<file path="src/rtl/piso_stream_serializer.sv">
// ---------------------------------------------------------------------------
// piso_stream_serializer
//
// Parallel-in / serial-out stream serializer. A parallel word is accepted over
// a valid/ready handshake together with a chunk count and a frame tag. It is
// then emitted as SHIFT_AMOUNT-bit chunks over a second valid/ready handshake.
// The last chunk of each word is flagged, and so is the last chunk of a frame.
// A new word can be accepted in the same cycle as the final chunk of the
// previous one, so back-to-back words stream with no bubble.
//
// State table
//   state  | meaning
//   IDLE   | no word held; s_ready_o high, m_valid_o low
//   ACTIVE | word held in sr_q; rem_q chunks still to emit (m_valid_o high)
//
// Ports
//   clk_i           clock, rising edge
//   rst_ni          synchronous reset, active low
//   s_valid_i       input word valid
//   s_ready_o       input word ready
//   s_data_i        parallel word [PARALLEL_DATA_BITS]
//   s_len_i         chunk count: 0 means NUM_CHUNKS, values above are clamped
//   s_last_i        word closes a frame
//   abort_i         discard the word in flight
//   m_valid_o       output chunk valid
//   m_ready_i       output chunk ready
//   m_data_o        current chunk [SHIFT_AMOUNT]
//   m_last_o        current chunk is the last of its word
//   m_frame_last_o  current chunk is the last of its frame
//   busy_o          a word is held
// ---------------------------------------------------------------------------
module piso_stream_serializer #(
    parameter int    PARALLEL_DATA_BITS = 512,
    parameter int    SHIFT_AMOUNT       = 8,
    parameter string DIRECTION          = "RIGHT",
    parameter int    NUM_CHUNKS         = PARALLEL_DATA_BITS / SHIFT_AMOUNT,
    parameter int    CNT_W              = $clog2(NUM_CHUNKS + 1)
) (
    input  logic                          clk_i,
    input  logic                          rst_ni,
    input  logic                          s_valid_i,
    output logic                          s_ready_o,
    input  logic [PARALLEL_DATA_BITS-1:0] s_data_i,
    input  logic [CNT_W-1:0]              s_len_i,
    input  logic                          s_last_i,
    input  logic                          abort_i,
    output logic                          m_valid_o,
    input  logic                          m_ready_i,
    output logic [SHIFT_AMOUNT-1:0]       m_data_o,
    output logic                          m_last_o,
    output logic                          m_frame_last_o,
    output logic                          busy_o
);

    typedef enum logic {
        IDLE   = 1'b0,
        ACTIVE = 1'b1
    } state_e;

    localparam logic [CNT_W-1:0] NUM_CHUNKS_C = CNT_W'(NUM_CHUNKS);
    localparam logic [CNT_W-1:0] ONE_C        = CNT_W'(1);
    localparam bit               EMIT_LEFT    = (DIRECTION == "LEFT");

    if ((PARALLEL_DATA_BITS % SHIFT_AMOUNT) != 0) begin : g_bad_cfg
        $error("PARALLEL_DATA_BITS must be a multiple of SHIFT_AMOUNT");
    end

    state_e                        state_q, state_d;
    logic [PARALLEL_DATA_BITS-1:0] sr_q, sr_d;
    logic [PARALLEL_DATA_BITS-1:0] sr_shifted;
    logic [CNT_W-1:0]              rem_q, rem_d;
    logic [CNT_W-1:0]              len_dec;
    logic                          flast_q, flast_d;
    logic                          vld_q;

    logic out_fire;
    logic in_fire;
    logic word_done;
    logic abort_act;

    assign vld_q = (state_q == ACTIVE);

    // The emit end of the shift register faces the output; chunks move toward
    // it and the vacated end is zero-filled.
    if (EMIT_LEFT) begin : g_left
        assign m_data_o   = sr_q[PARALLEL_DATA_BITS-1 -: SHIFT_AMOUNT];
        assign sr_shifted = sr_q << SHIFT_AMOUNT;
    end else begin : g_right
        assign m_data_o   = sr_q[0 +: SHIFT_AMOUNT];
        assign sr_shifted = sr_q >> SHIFT_AMOUNT;
    end

    assign m_valid_o      = vld_q;
    assign busy_o         = vld_q;
    assign m_last_o       = vld_q & (rem_q == ONE_C);
    assign m_frame_last_o = m_last_o & flast_q;

    assign out_fire  = vld_q & m_ready_i;
    assign word_done = out_fire & m_last_o;
    assign abort_act = abort_i & vld_q;

    // Ready is combinational from m_ready_i so the next word can load in the
    // very cycle the final chunk leaves. An abort blocks that overlap; in IDLE
    // the abort has nothing to discard and leaves acceptance untouched.
    assign s_ready_o = ~vld_q | (word_done & ~abort_i);
    assign in_fire   = s_valid_i & s_ready_o;

    always_comb begin
        len_dec = s_len_i;
        if ((s_len_i == '0) || (s_len_i > NUM_CHUNKS_C)) begin
            len_dec = NUM_CHUNKS_C;
        end
    end

    always_comb begin
        state_d = state_q;
        sr_d    = sr_q;
        rem_d   = rem_q;
        flast_d = flast_q;

        case (state_q)
            IDLE: begin
                if (in_fire) begin
                    state_d = ACTIVE;
                    sr_d    = s_data_i;
                    rem_d   = len_dec;
                    flast_d = s_last_i;
                end
            end
            ACTIVE: begin
                if (abort_act) begin
                    state_d = IDLE;
                    rem_d   = '0;
                end else if (in_fire) begin
                    // Only reachable while the last chunk fires: reload.
                    state_d = ACTIVE;
                    sr_d    = s_data_i;
                    rem_d   = len_dec;
                    flast_d = s_last_i;
                end else if (word_done) begin
                    // sr_q is left as is; m_data_o is don't-care while idle.
                    state_d = IDLE;
                    rem_d   = '0;
                end else if (out_fire) begin
                    sr_d  = sr_shifted;
                    rem_d = rem_q - ONE_C;
                end
            end
            default: begin
                state_d = IDLE;
                rem_d   = '0;
            end
        endcase
    end

    always_ff @(posedge clk_i) begin
        if (!rst_ni) begin
            state_q <= IDLE;
            sr_q    <= '0;
            rem_q   <= '0;
            flast_q <= 1'b0;
        end else begin
            state_q <= state_d;
            sr_q    <= sr_d;
            rem_q   <= rem_d;
            flast_q <= flast_d;
        end
    end

endmodule

</file>
<file path="config.mk">
export PLATFORM = sky130hd
export DESIGN_NAME = piso_stream_serializer
export DESIGN_NICKNAME = d
export VERILOG_FILES = /design/src/rtl/piso_stream_serializer.sv
export SDC_FILE = /design/constraint.sdc
export NUM_CORES = 1
export LEC_CHECK = 0
export ABC_AREA = 1
export CORE_MARGIN = 8
export CORE_UTILIZATION = 45
export CTS_CLUSTER_DIAMETER = 150
export CTS_CLUSTER_SIZE = 10
export DETAILED_ROUTE_END_ITERATION = 10
export GPL_TIMING_DRIVEN = 0
export PLACE_DENSITY = 0.77
export SLEW_MARGIN = 20
export SYNTH_ARGS = -nofsm -noshare
export SYNTH_HDL_FRONTEND = slang
export SYNTH_SLANG_ARGS = --single-unit
</file>
<file path="constraint.sdc">
create_clock -name clk_i -period 2.45 [get_ports clk_i]
set_input_delay 0.3675 -clock clk_i [delete_from_list [all_inputs] [get_ports clk_i]]
set_output_delay 0.3675 -clock clk_i [all_outputs]
set_load 0.05 [all_outputs]
</file>
[Yosys cells after proc, flatten, opt, wreduce, memory -nomap -nowiden]
Cells that the tools add are included.
Operators by class
  add/sub/neg operators: 1
  $lt $le $gt $ge: 1
  equality and inequality tests: 6
  multiplexer cells: 21
  bitwise operators: 10
  reductions and logical operators: 4
Operators with widths (count)
  $mux 512: 5
  $pmux 512 s2: 1
  $mux 7: 6
  $pmux 7 s2: 1
  $and 1x1->1: 7
  $eq 7x1->1 const B: 1
  $gt 7x7->1 const B: 1
  $logic_not 7->1: 1
  $sub 7x1->7 const B: 1
  $mux 1: 6
  $ne 5x1->1 const B: 1
  $ne 2x2->1 const B: 2
  $pmux 1 s2: 2
  $reduce_and 4->1: 1
  $ne 3x1->1 const B: 1
  $ne 3x3->1 const B: 1
  $not 1->1: 2
  $reduce_and 2->1: 1
  $logic_or 1x1->1: 1
  $or 1x1->1: 1
Word-level totals
  register bits after elaboration: 521
  input bits: 525
  output and inout bits: 13
  word-level logic and storage cells: 47

[Logic depth before layout (Yosys ltp)]
  depth in word-level cells: 9
  depth in mapped cells: 15
  gate-level depth less buffers: 12

[Worst setup path after synthesis]
OpenSTA, ideal clock, no wires.
  kind: flip-flop to flip-flop
  start point: register state_q (netlist: busy_o)
  end point: register rem_q[4]
  arrival time: 2528 ps
  path slack: -198 ps
  cell stages (with the launch flop): 9
  path buffers: 1
  clock period less this slack: 2648 ps
  cell sequence: dfxtp_1 > nand3_1 > nor2_4 > nand2_2 > o21ai_0 > clkbuf_1 > nand3_1 > nand3_1 > a21oi_1
Between the ends
  word-level cells in the longest chain between the ends: 8
RTL lines
  from (decl): RTL line 68  | state_e state_q, state_d;
  from (signal assigned): RTL line 163  | state_q <= state_d;
  $and 1x1->1 *: RTL line 95  | assign m_last_o = vld_q & (rem_q == ONE_C);
  named net m_last_o: RTL line 50  | output logic m_last_o,
  $and 1x1->1 *: RTL line 99  | assign word_done = out_fire & m_last_o;
  $and 1x1->1 *: RTL line 105  | assign s_ready_o = ~vld_q | (word_done & ~abort_i);
  $or 1x1->1 *: RTL line 105
  named net s_ready_o: RTL line 42  | output logic s_ready_o,
  $and 1x1->1 *: RTL line 106  | assign in_fire = s_valid_i & s_ready_o;
  $mux 7: RTL line 134  | end else if (in_fire) begin
  $mux 7: RTL line 131  | if (abort_act) begin
  $pmux 7 s2: RTL line 121  | case (state_q)
  to (signal assigned): RTL line 165  | rem_q <= rem_d;
  to (decl): RTL line 71  | logic [CNT_W-1:0] rem_q, rem_d;
Mark *: on every way through the listed nets, which the timed path passes. The rest lies on a longest branch.
A chain may end at the register's enable or synchronous reset.

[Worst setup path after layout]
  start point: register rem_q[1]
  end point: output s_ready_o
Between the ends
  word-level cells in the longest chain between the ends: 5
RTL lines (RTL line)
  $eq 7x1->1: 95
  $and 1x1->1: 95
  $and 1x1->1: 99
  $and 1x1->1: 105
  $or 1x1->1: 105
  to (decl): 42
Every way passes these cells.

==> impl_metrics.csv <==
group,metric,value,unit
route,first_iter_violations,2101,
power,p_int,16.2,mW
route,drc,0,
run,maxCapViolations,0,
grt,antenna_found_initial,19,
route,wl,92300,µm
logic_synthesis,synthCells,4026,
power,p_comb_frac,0.245,
timing,drv_slew,0,
clock_tree,cts_tree,"built",
setup_path,cp.required,2.08,ns
floorplanning,die-height,262,µm
power,seqPwrFrac,0.429,
timing,final.period_utilization,0.967,
grt,grt_remaining_overflow,0,
clock_tree,clk_latency,0.61,ns
route,routedWlPerCell,17.0,µm
timing,setup_viol,0,
setup_path,critical_path_class,"flip-flop to output pin",
power,pwr_density_cell,661,nW/µm²
route,viasPerCell,5.19,
placement,portBuffers,536,
route,vias,28200,
logic_synthesis,avgSynthCellArea,6.77,µm²
logic_synthesis,ys_seq_area_frac,0.383,
power,clkPwrFrac,0.326,
grt,grt_usage,0.254,
grt,grt_first_pass_wirelength,141000,µm
logic_synthesis,synth_cell_types,27,
clock_tree,cts_buffer_depth,3,
power,leakagePower,17.7,nW
clock_tree,cts_root_buffer,"clkbuf_16",
placement,dp_hpwl,70000,µm
outcome,status,"finished clean",
timing,fin_worst_skew,0.0213,ns
timing,hold_ws,0.406,ns
floorplanning,die-area,68700,µm²
floorplanning,io-pin-count,538,
final_layout,drive_gt1_frac,0.0641,
logic_synthesis,yosys_register_bits,521,
timing,post-route-min-period,2.37,ns
clock_tree,cts_hold_buf,0,
clock_tree,htree_levels,2,
timing,maxSlewHeadroom,0.366,
timing,tightestPinTransition,0.951,ns
timing,finalHoldViolations,0,
floorplanning,die_w,262,µm
setup_path,cp_max_fo,5,
route,dr.pass1.iters,7,
floorplanning,start_util,0.453,
final_layout,nNetsFinal,5158,
power,vdd_drop_max,0.000660,V
logic_synthesis,syn-num-nets,4553,
floorplanning,rows,90,
clock_tree,clk_pin_slew,0.06,ns
final_layout,area_growth,29.7,%
final_layout,regArea,10400,µm²
logic_synthesis,ys.warnings.count,0,
floorplanning,core,60100,µm²
setup_path,worstSetupStartpointType,"flip-flop",
clock_tree,numCtsBuffers,58,
final_layout,nFillCells,5673,
grt,grt_max_degree,16,
final_layout,multi_input_area,13200,µm²
clock_tree,clkSinkCount,521,
worst_hold_path,holdCritPathClass,"input port to flip-flop",
setup_path,r2r_setup_slack,0.11,ns
power,p_sw_frac,0.306,
timing,fmax,422,MHz
route,ant_nets,0,
setup_path,critPathArrivalTime,2.00,ns
placement,gp_routability_congestion,0.910,
setup_path,critPathCaptureType,"output pin",
logic_synthesis,netlist_area,27200,µm²
grt,grt_pass1_vias,26800,
power,total_power,23.4,mW
power,power.switching,7.14,mW
==> power groups by stage <==
stage	registers [mW]	clock network [mW]	logic (mW)
2_1_floorplan	10.0	0	3.62
3_3_place_gp	10.1	0	5.51
3_5_place_dp	10.2	0	5.59
4_1_cts	10.0	7.74	5.65
5_1_grt	10.1	8.06	6.34
6_report	10.0	7.61	5.72
==> path summary, 6_finish.rpt <==
check                   startpoint                      to  depth (start not counted)
max          rem_q[1]$_SDFFE_PN0P_               s_ready_o                          8
min                  s_data_i[358]  sr_q[358]$_SDFFE_PN0P_                          5
max reg2reg  rem_q[1]$_SDFFE_PN0P_  sr_q[216]$_SDFFE_PN0P_                         15
min reg2reg   flast_q$_SDFFE_PN0P_    flast_q$_SDFFE_PN0P_                          2
==> registers in the layout (all words and copies together) (netlist names) <==
register,cells
sr_q,512
rem_q,7
flast_q,1
busy_o,1
==> cells in the final DEF, fill, tap and decap left out, drive strengths merged <==
master,n
nand2,1041
inv,515
nand3,1034
dfxtp,521
xnor2,1
xor2,2
clkdlybuf4s50,533
nor2,21
nand4,1
clkbuf,224
buf,196
nor3,2
a21oi,16
clkdlybuf4s15,1
ha,2
o21a,504
o21ai,9
clkinv,5
diode,12
a31oi,5
nand3b,1
==> cell usage after synthesis (all sizes together) <==
master | instances | area (µm²)
nand4 | 1 | 6.26
xnor2 | 1 | 8.76
dfxtp | 521 | 10400
clkinv | 3 | 11.3
o21a | 504 | 3780
nor3 | 2 | 10.0
a31oi | 5 | 31.3
nand3b | 1 | 7.51
inv | 514 | 1930
o21ai | 9 | 48.8
nand2 | 1041 | 3920
clkbuf | 160 | 601
xor2 | 2 | 17.5
ha | 2 | 25.0
buf | 189 | 1050
nor2 | 21 | 104
a21oi | 16 | 80.1
nand3 | 1034 | 5180
==> worst max-delay path, stage by stage, from the launching register on <==
cell and delay (ns):
dfxtp_2 0.33, inv_2 0.07, ha_2 0.17, nand3_2 0.10
nor2_4 0.17, nand2_4 0.10, o21ai_4 0.19, buf_8 0.13
buf_8 0.13
==> logic make-up after synthesis <==
logic type / share of synthesized area
AOI/OAI and AO/OA: 0.145
xor gates and xnor gates: 0.000965
adders and majority gates: 0.000919
buffers and inverters: 0.132
DFF: 0.383
and+or+nand+nor: 0.339
==> routing by layer <==
layer  global-route usage  vias up  part of all wire
li1                     -    14100                 -
met1                0.325    12800              0.42
met2                0.418     1021              0.47
met3               0.0476      207             0.075
met4                0.110       14             0.037
met5                    0        -            0.0010
==> through the flow <==
| step | area, µm² | utilization | setup TNS (ns) | std cells | worst slack (ns) |
|---|---|---|---|---|---|
| 2_1_floorplan | 27200 | - | 0 | 4026 | 0.0438 |
| 3_3_place_gp | 33600 | 0.558 | -170.77 | 5344 | -0.678 |
| 3_5_place_dp | 33600 | 0.558 | -192.92 | 5344 | -0.724 |
| 4_1_cts | 35200 | 0.585 | -0.0440 | 5412 | -0.0440 |
| 5_1_grt | 35300 | 0.587 | -0.00224 | 5427 | -0.00224 |
| 6_report | 35300 | 0.588 | 0 | 5428 | 0.0802 |
==> layout make-up <==
type                    count  share of cell area
multi-input cells        2639               0.375
flip-flops and latches    521               0.295
repair buffers            545               0.154
inverters                 517              0.0549
plain buffers             349              0.0492
clock buffers              60              0.0419
well taps                 782              0.0277
clock inverters             3             0.00117
diodes                     12            0.000850
==> timing repair <==
item                       CTS  global route
gates resized for setup     29            93
setup endpoints to repair  507           444
buffers inserted             5             4
pin swaps                    3             2
Power figures use the tool's default switching activity.
